--- config.mk ---
export PLATFORM = sky130hd
export DESIGN_NAME = prio_irq_encoder
export DESIGN_NICKNAME = d
export VERILOG_FILES = /design/src/rtl/prio_irq_encoder.sv
export SDC_FILE = /design/constraint.sdc
export NUM_CORES = 1
export LEC_CHECK = 0
export ABC_AREA = 1
export BUFFER_PORTS_ARGS = -buffer_cell sky130_fd_sc_hd__buf_2
export CORE_MARGIN = 5
export CORE_UTILIZATION = 42
export DETAILED_ROUTE_END_ITERATION = 10
export GPL_TIMING_DRIVEN = 0
export PLACE_DENSITY = 0.72
export SYNTH_ARGS = -nofsm -noshare
export SYNTH_HDL_FRONTEND = slang
export SYNTH_SLANG_ARGS = --single-unit
--- constraint.sdc ---
create_clock -name clk -period 0.9 [get_ports clk]
set_input_delay 0.09 -clock clk [delete_from_list [all_inputs] [get_ports clk]]
set_output_delay 0.09 -clock clk [all_outputs]
set_load 0.005 [all_outputs]
--- src/rtl/prio_irq_encoder.sv ---
// Registered priority interrupt encoder: latches request lines into a pending
// register and grants the highest unmasked pending index over a valid/ack handshake.
module prio_irq_encoder #(
    parameter int N    = 8,
    parameter int W    = $clog2(N),
    parameter int EDGE = 1
) (
    input  logic         clk,
    input  logic         rst,
    input  logic [N-1:0] req,
    input  logic [N-1:0] mask,
    input  logic         ack,
    output logic [W-1:0] y,
    output logic         valid,
    output logic [N-1:0] pending
);

    // Handshake: a grant is offered while valid=1 with y held stable; it is
    // consumed on the rising clk edge where valid=1 and ack=1. ack while
    // valid=0 has no effect. valid is high exactly when the FSM is in HOLD.
    typedef enum logic {
        IDLE = 1'b0,
        HOLD = 1'b1
    } state_t;

    state_t       state_q, state_d;
    logic [W-1:0] y_q, y_d;
    logic [N-1:0] pending_q, pending_d;
    logic [N-1:0] req_d;
    logic [N-1:0] set_vec;
    logic [N-1:0] clr_vec;
    logic [N-1:0] cand;
    logic [W-1:0] sel;
    logic         any;

    assign set_vec = (EDGE != 0) ? (req & ~req_d) : req;
    assign cand    = pending_q & ~mask;
    assign any     = |cand;

    // Ascending scan so the highest set bit is the last one written.
    always_comb begin
        sel = '0;
        for (int i = 0; i < N; i++) begin
            if (cand[i]) sel = W'(i);
        end
    end

    always_comb begin
        clr_vec = '0;
        if (state_q == HOLD && ack) clr_vec[y_q] = 1'b1;
    end

    // Set is ORed in after the clear so a same-cycle set wins.
    assign pending_d = set_vec | (pending_q & ~clr_vec);

    always_comb begin
        state_d = state_q;
        y_d     = y_q;
        case (state_q)
            IDLE: begin
                if (any) begin
                    state_d = HOLD;
                    y_d     = sel;
                end
            end
            HOLD: begin
                if (ack) state_d = IDLE;
            end
            default: state_d = IDLE;
        endcase
    end

    always_ff @(posedge clk or posedge rst) begin
        if (rst) begin
            state_q   <= IDLE;
            y_q       <= '0;
            pending_q <= '0;
            req_d     <= '0;
        end else begin
            state_q   <= state_d;
            y_q       <= y_d;
            pending_q <= pending_d;
            req_d     <= req;
        end
    end

    assign y       = y_q;
    assign valid   = (state_q == HOLD);
    assign pending = pending_q;

endmodule

# Yosys cells after proc, flatten, opt, wreduce, memory -nomap -nowiden
# Index checks and enable logic that the tools add are counted.
totals:
  ff_bits: 20
  word_cells: 31
  latch_bits: 0
  output_inout_bits: 12
  input_bits: 19
  ram_bits: 0
  memories: 0
  romBits: 0
op_classes:
  div_mod_pow: 0
  add_sub_neg: 0
  n_reduce_logical: 4
  n_mux: 13
  n_eq_ne: 0
  n_bitwise: 8
  mul: 0
  magnitude_cmp: 2
  n_shift: 0
ops:
  columns: ["operator", "n"]
  rows:
  - ["AND 8 bit", 3]
  - ["NOT 8 bit", 3]
  - ["two-way mux 3 bit", 5]
  - ["two-way mux 8 bit", 1]
  - ["bitwise OR 8 bit", 1]
  - ["OR reduction 8 bit", 1]
  - ["less-than comparator 3 x 4 -> 1 bit, second input constant", 1]
  - ["two-way mux 1 bit", 4]
  - ["demux 1 bit (select 3 bit)", 1]
  - ["greater-or-equal comparator 3 x 1 -> 1 bit, second input constant", 1]
  - ["logical AND 1 bit", 2]
  - ["two-way mux 2 bit", 1]
  - ["case mux 1 bit (2 select lines)", 1]
  - ["AND reduction 2 bit", 1]
  - ["NOT 1 bit", 1]

# Logic depth before layout (Yosys ltp)
# Gate-level depths: netlist of the first run.
depth:
  ltp_word: 9
  depth_mapped: 10
  mapped_depth_nobuf: 10

# Least setup slack after synthesis of the first run
# OpenSTA, ideal clock, no wires.
synth_timing:
  kind: "reg-to-reg"
  from: "reg pending_q[1] (netlist: pending[1])"
  to: "reg state_q (netlist: valid)"
  required_time_ns: 0.772
  n_path_buf: 0
  t_arrival_ns: 0.899
  setup_slack_ns: -0.127
  path_stages_with_launch: 7
  setup_ns: 0.128
  synth_period_minus_slack_ns: 1.027
  cell_sequence: "dfrtp_1 inv_1 nor2_2 nor3_2 nand2_1 nand2_2 o21ai_0"
synth_between:
  elab_chain_cells: 4
synth_rtl:
  columns: ["element", "line", "source"]
  rows:
  - ["from (decl)", "28", "logic [N-1:0] pending_q, pending_d;"]
  - ["from (signal assigned)", "82", "pending_q <= pending_d;"]
  - ["AND 8 bit", "37", "assign cand = pending_q & ~mask;"]
  - ["OR reduction 8 bit", "38", "assign any = |cand;"]
  - ["two-way mux 1 bit", "61", "if (any) begin"]
  - ["case mux 1 bit (2 select lines)", "59", "case (state_q)"]
  - ["named net state_d", "26", "state_t state_q, state_d;"]
  - ["to (signal assigned)", "80", "state_q <= state_d;"]
  - ["to (decl)", "26", null]
# The timed path passes the listed nets, and every way through them passes these cells.
# A chain may end at the register's enable or synchronous reset.

# Final worst setup path of the first run
layout_timing:
  from: "reg pending_q[2] (netlist: pending[2])"
  to: "reg y_q[1] (netlist: y[1])"
layout_between:
  elab_chain_cells: 7
  elab_cells_between_ends: 9
  cone_classes: "mux (6); bitwise (1); reduce/logical (2)"
layout_rtl:
  columns: ["element", "line", "source"]
  rows:
  - ["AND 8 bit *", "37", null]
  - ["two-way mux 2 bit", "44", "if (cand[i]) sel = W'(i);"]
  - ["two-way mux 3 bit (5 in series)", "44", null]
  - ["to (signal assigned)", "81", "y_q <= y_d;"]
  - ["to (decl)", "27", "logic [W-1:0] y_q, y_d;"]
# Every way passes the cells marked *; elsewhere a longest branch is shown, timed or not.

==> metrics.md, run 1 <==
| Metric | Value |
|---|---|
| Status | finished with violations |
| Violated checks | negative hold slack, negative setup slack |
| CP max-delay cell | dfrtp_1 |
| Clock sink count | 20 |
| Final Skew | 0.00228 ns |
| Num CTS Buffers | 3 |
| Gr ovfl total | 0 |
| Pleak | 0.626 nW |
| Global-route wire length before repair | 3.04 mm |
| Synth Area per Inst | 8.99 µm² |
| # DRC | 0 |
| Post-Route Hold Slack | -0.0971 ns |
| Initial antenna violation count | 0 |
| RSZ-0062 raised after global routing | true |
| Pwr Total | 3.05 mW |
| Worst slew pin tran | 0.740 ns |
| # H-tree levels | 1 |
| CTS Hold Buffers Added | 8 |
| Inst Count DP | 150 |
| Post-route ant nets | 0 |
| Warning count from the yosys run | 0 |
| Synthesized Nets | 112 |
| Crit path max-delay family | simple AND/OR/NAND/NOR gates |
| Asr flop ratio synth | 1.00 |
| Vias in the first global route | 721 |
| Antenna diodes | 0 |
| Max-Slew Margin vs Limit | 0.506 |
| Yosys top cell by area | dfrtp_1 |
| Path type of the worst setup path | flop to flop |
| Starting density of the core | 0.435 |
| Total GRT Usage | 0.148 |
| DR vias | 718 |
| CP Max Fanout | 6 |
| Fin Setup TNS | -2.34 ns |
| Die height | 54.6 µm |
| Max cap viols | 0 |
| Worst setup EP type | flop |
| Drt initial violations | 5 |
| TritonCTS clock tree | done |
| Final WS setup | -0.221 ns |
| Final Setup Violations | 24 |
| Post-synth top area share | 0.599 |
| Cell area after synthesis | 836 µm² |
| Pwr Density | 2550 nW/µm² |
| P&R area growth vs syn | 43.1% |
| CP required | 1.13 ns |
| Fin. max-slew vios | 0 |
| Dominant cells by area after synthesis | dfrtp_1 (60%), o21ai_0 (11%), inv_1 (9.0%) |
| DR pass1 iterations | 4 |
| Die Area | 2980 µm² |
| Floorplan row count | 16 |
| Share of layout cells above drive strength 1 | 0.384 |
| Setup slack, reg-to-reg | -0.22 ns |
| Dpl hpwl | 1.30 mm |
| CP startpoint kind | flop |
| Worst skew pair latency | 0.29 ns |
| Max Clock Freq | 892 MHz |
| Post-Place Setup Slack | -0.188 ns |
| Worst vdd ir | 1.37 mV |
| Distinct cells, synth | 13 |
| Non-Filler Instances | 165 |
| Final worst path period need | 1.12 ns |
| Post-synth top cells | dfrtp_1 (20), inv_1 (20), nand2_1 (19), o21ai_0 (18), nand2_2 (7) |
| Critical path buffers and inverters | 0 |
| Worst-path clk slew | 0.11 ns |
| Layout fillers | 186 |
| WL final | 1.83 mm |
| Register area share after synthesis | 0.599 |
| Critical Path AT | 1.35 ns |
| Crit-path cells | nand2_2 > nand2_2 > nor3_2 > nand2_1 > nand2_2 > nand2_1 > o21ai_1 |
| CP max stage delay | 0.42 ns |
| Hold Path Class | primary input to asynchronous set/reset pin |
| Final Hold Viols | 20 |
| Clock root cell | clkbuf_4 |
| Yosys reg bits | 20 |
| Post-layout nets | 159 |
| Post-synth EDFFs | 0 |
| IO Port Bufs | 30 |
| WL/cell | 11.1 µm |
| Period utilization | 1.25 |
| Via density | 4.35 |
| Primary FF master, synth | dfrtp_1 |
| Most frequent CP cell | nand2_2 |
| Core area | 1920 µm² |
| Post-Syn Instances | 93 |
| Largest buffer count on any clock path | 2 |
| Die W | 54.6 µm |
| Largest net degree at the start of global routing | 21 |
| Top Ports | 31 |
| Routability Congestion | 0.832 |
==> path summary, 6_finish.rpt <==
path                                  from          to  cells past startpoint
worst min register to register    req_d[6]  pending[6]                      1
worst max-delay path            pending[2]        y[1]                      7
worst max register to register  pending[2]        y[1]                      7
max in group asynchronous              rst  pending[6]                      2
worst min-delay path                   rst    req_d[1]                      2
min in group clk                       ack       valid                      2
==> sequential cells by signal (all words and copies together) (netlist names) <==
name,count
pending,8
req_d,8
y,3
valid,1
==> worst reg2reg max path: cells and delay by family, from the launching register on <==
| family | cells | cell delay (ns) |
|---|---|---|
| AND/OR/NAND/NOR | 6 | 0.57 |
| flip-flops | 1 | 0.42 |
| AO/OA/AOI/OAI | 1 | 0.07 |
==> cells by family (layout without fill, tap and decap cells) <==
| kind of cell | after synthesis | count (layout) | share of synthesized area |
|---|---|---|---|
| AO/OA/AOI/OAI | 21 | 21 | 0.127 |
| buffers and inverters | 20 | 65 | 0.0898 |
| flip-flops | 20 | 20 | 0.599 |
| AND/OR/NAND/NOR | 32 | 32 | 0.184 |
==> per-stage QoR <==
| step | area, µm² | utilization |
|---|---|---|
| 5_1_grt | 1200 | 0.622 |
| 2_1_floorplan | 836 | - |
| 4_1_cts | 1170 | 0.609 |
| 3_3_place_gp | 1020 | 0.531 |
| 3_5_place_dp | 1020 | 0.531 |
| 6_report | 1200 | 0.622 |
==> cell usage in the layout (no fill, tap or decap) <==
| master | netlist | layout |
|---|---|---|
| nor2_2 | 2 | 2 |
| o21ai_1 | 1 | 12 |
| nand3_4 | 0 | 1 |
| buf_4 | 0 | 2 |
| dfrtp_1 | 20 | 20 |
| nor2_1 | 1 | 1 |
| nor3_2 | 1 | 1 |
| a21oi_1 | 1 | 1 |
| o21ai_2 | 0 | 4 |
| clkbuf_4 | 0 | 3 |
| nand3b_1 | 1 | 1 |
| dlygate4sd3_1 | 0 | 8 |
| buf_6 | 0 | 3 |
| nand2_2 | 7 | 8 |
| inv_1 | 20 | 20 |
| buf_2 | 0 | 29 |
| o21ai_0 | 18 | 3 |
| nand2_1 | 19 | 18 |
| a31oi_1 | 1 | 1 |
==> per-layer routing <==
layer	GRT usage	share of wire	vias up
met1	0.169	0.42	328
met4	0.0747	0.011	0
met5	0	0	-
met2	0.254	0.54	12
met3	0.0354	0.034	2
li1	-	-	376
==> layout make-up <==
type | count | area [µm²] | share of cell area
Clock buffer | 3 | 22.5 | 0.0188
Inverter | 20 | 75.1 | 0.0628
Multi-Input combinational cell | 53 | 290 | 0.243
Sequential cell | 20 | 500 | 0.418
Tap cell | 27 | 33.8 | 0.0282
Timing Repair Buffer | 42 | 274 | 0.229
==> repair_timing <==
action                     CTS  global route
pin swaps                    6             4
gates cloned                 0             0
hold endpoints to repair    28            20
resized for setup           12             7
setup endpoints to repair   24            24
buffers inserted             3             1
==> where the power goes <==
| part | switching, mW | leakage, nW | internal, mW |
|---|---|---|---|
| clock | 0.254 | 0.0138 | 0.156 |
| sequential | 0.245 | 0.214 | 1.14 |
| combinational | 0.645 | 0.398 | 0.611 |
| total | 1.14 | 0.626 | 1.91 |
No activity file was read; power rests on OpenSTA's default activity.
==> inputs of run 2 (changes only) <==
Settings changed: REMOVE_ABC_BUFFERS from default to 1.
==> metrics.md, run 2 (synthesized netlist as in run 1, its figures left out) <==
| Metric | Value |
|---|---|
| Status | finished with violations |
| Violated checks | negative hold slack, negative setup slack |
| # DRC | 0 (unchanged) |
| Comb power frac | 0.425 (+0.014) |
| Routability Congestion | 0.832 (about the same) |
| CP max stage delay | 0.41 ns (about the same) |
| Largest buffer count on any clock path | 2 (unchanged) |
| DR vias | 767 (+6.8%) |
| Clock power share | 0.131 (-0.003) |
| Setup slack, reg-to-reg | -0.21 ns (about the same) |
| P&R area growth vs syn | 45.4% |
| Share of layout cells above drive strength 1 | 0.393 (+0.00880) |
| # H-tree levels | 1 (unchanged) |
| Vias in the first global route | 767 (+6.4%) |
| Final Setup Violations | 24 (unchanged) |
| Reg2Reg Depth | 7 (unchanged) |
| Worst vdd ir | 1.53 mV (+12%) |
| Worst-path clk slew | 0.11 ns (about the same) |
| Area post-placement | 1020 µm² (unchanged) |
| Global routing's busiest layer | met2 |
| TritonCTS clock tree | done |
| Fin. max-slew vios | 0 (unchanged) |
| Total GRT Usage | 0.148 (+0.000595) |
| Met3 layer usage reported by global route | 0.0300 (-0.00545) |
| Final Hold Viols | 20 (unchanged) |
| Num CTS Buffers | 3 (unchanged) |
| CP required | 1.13 ns (about the same) |
| Post-Layout Inst Area | 1210 µm² (+1.6%) |
| Antenna diodes | 0 (unchanged) |
| Reg-to-reg endpoint | y[1] |
| Worst setup EP type | flop |
| Hold Path Class | primary input to asynchronous set/reset pin |
| Largest net degree at the start of global routing | 21 (unchanged) |
| Starting density of the core | 0.435 (unchanged) |
| Max-Slew Margin vs Limit | 0.515 (+0.00856) |
| Max cap viols | 0 (unchanged) |
| Top Ports | 31 (unchanged) |
| Post-route ant nets | 0 (unchanged) |
| Initial antenna violation count | 0 (unchanged) |
| Clock root cell | clkbuf_4 |
| Fraction of power spent switching nets | 0.374 (-0.00123) |
| CTS Hold Buffers Added | 8 (unchanged) |
| Clock sink count | 20 (unchanged) |
| Die height | 54.6 µm (unchanged) |
| Drt initial violations | 14 (+9) |
| RSZ-0062 raised after global routing | true |
| CP Max Fanout | 6 (unchanged) |
| Commonest non-fill, non-tap cell in the layout | buf_2 |
| Switching pwr | 1.15 mW (+0.91%) |
| Worst slew pin tran | 0.727 ns (-0.0128 ns) |
| Post-layout nets | 161 (+1.3%) |
| Post-Route Hold Slack | -0.0960 ns (+0.00107 ns) |
| Final WS setup | -0.211 ns (+0.00964 ns) |
| Path type of the worst setup path | flop to flop |
| CP startpoint kind | flop |
| Gr ovfl total | 0 (unchanged) |
| IO Port Bufs | 30 (unchanged) |
| Reg-to-reg critical path startpoint | pending[1] |
| Final worst path period need | 1.11 ns (-0.00964 ns) |
| M2 GR Usage | 0.240 (-0.0138) |
| Die W | 54.6 µm (unchanged) |
| Final Skew | 0.00684 ns (+0.00456 ns) |
| Crit-path cells | inv_2 > nor2_4 > nor3_4 > nand2_1 > nand2_2 > nand2_1 > o21ai_1 |
| Fin util | 0.632 (+0.00977) |
| Global-route wire length before repair | 3.19 mm (+5.0%) |
| Period utilization | 1.23 (-0.0107) |
| Floorplan row count | 16 (unchanged) |
| Core area | 1920 µm² (unchanged) |
| Pleak | 0.628 nW (+0.35%) |
| DR pass1 iterations | 6 (+2) |
| Critical Path AT | 1.34 ns (about the same) |
| Via density | 4.59 (+5.5%) |
| Layout fillers | 172 (-7.5%) |
| Cell Int Power | 1.93 mW (+1.4%) |
| GR Util met1 | 0.190 (+0.0212) |
| Dpl hpwl | 1.37 mm (+6.0%) |
| Max Clock Freq | 900 MHz (+0.87%) |
| Pwr Density | 2540 nW/µm² (-0.32%) |
| Most frequent cells in the layout | buf_2 (29), dfrtp_1 (20), inv_1 (18) |
| WL final | 1.94 mm (+6.0%) |
| CP max-delay cell | dfrtp_1 |
| WL/cell | 11.6 µm (+4.7%) |
| Die Area | 2980 µm² (unchanged) |
| Post-Place Setup Slack | -0.209 ns (-0.0209 ns) |
| Worst skew pair latency | 0.29 ns (about the same) |
| Most frequent CP cell | nand2_1 |
| Flop pwr share | 0.444 (-0.010) |
## run 2: metal layers
metal / routed length (µm) / vias to the layer above
met2: 1020 / 21
met4: 27 / 0
met1: 800 / 361
li1: - / 381
met3: 97 / 4
met5: 0 / -
## run 2: worst max path at each step
stage | from | endpoint | slack, ns | depth (start not counted)
2_1_floorplan | pending[1] | valid | -0.13 | 6
3_3_place_gp | pending[2] | valid | -0.19 | 6
3_5_place_dp | pending[1] | valid | -0.21 | 6
4_1_cts | pending[1] | y[1] | -0.20 | 7
5_1_grt | pending[3] | y[2] | -0.33 | 7
6_report | pending[1] | y[1] | -0.21 | 7
## run 2: what timing repair did
| item | CTS | global route |
|---|---|---|
| endpoints found under the hold margin | 28 | 20 |
| buffers inserted | 3 | 3 |
| pin swaps | 8 | 5 |
| endpoints found under the setup margin | 24 | 24 |
| gates resized for setup | 19 | 9 |
## run 2: layout make-up
type	instances	area, µm²	share of cell area
multi-input cells	53	298	0.245
repair buffers	44	285	0.235
inverters	20	75.1	0.0618
flip-flops and latches	20	500	0.412
clock buffers	3	22.5	0.0185
well taps	27	33.8	0.0278
## run 2: worst max-delay path, delay by kind of cell, from the launching register on
| family | cells | cell delay [ns] |
|---|---|---|
| and+or+nand+nor | 5 | 0.49 |
| DFF | 1 | 0.41 |
| buffers and inverters | 1 | 0.07 |
| AOI/OAI and AO/OA | 1 | 0.07 |
## run 2: power groups by stage
stage	combinational [mW]	clock [mW]	sequential, mW
finish	1.31	0.404	1.37
floorplan	0.521	0	1.37
global route	1.49	0.455	1.42
detailed placement	0.934	0	1.38
global placement	0.913	0	1.37
CTS	1.12	0.407	1.37
## run 2: metrics by stage
stage | TNS, ns | power (mW) | std cells
after floorplan | -0.494 | 1.89 | 93
after global placement | -1.66 | 2.28 | 150
after detailed placement | -1.70 | 2.31 | 150
after CTS | -2.01 | 2.89 | 164
after global routing | -3.52 | 3.36 | 167
final | -2.02 | 3.09 | 167
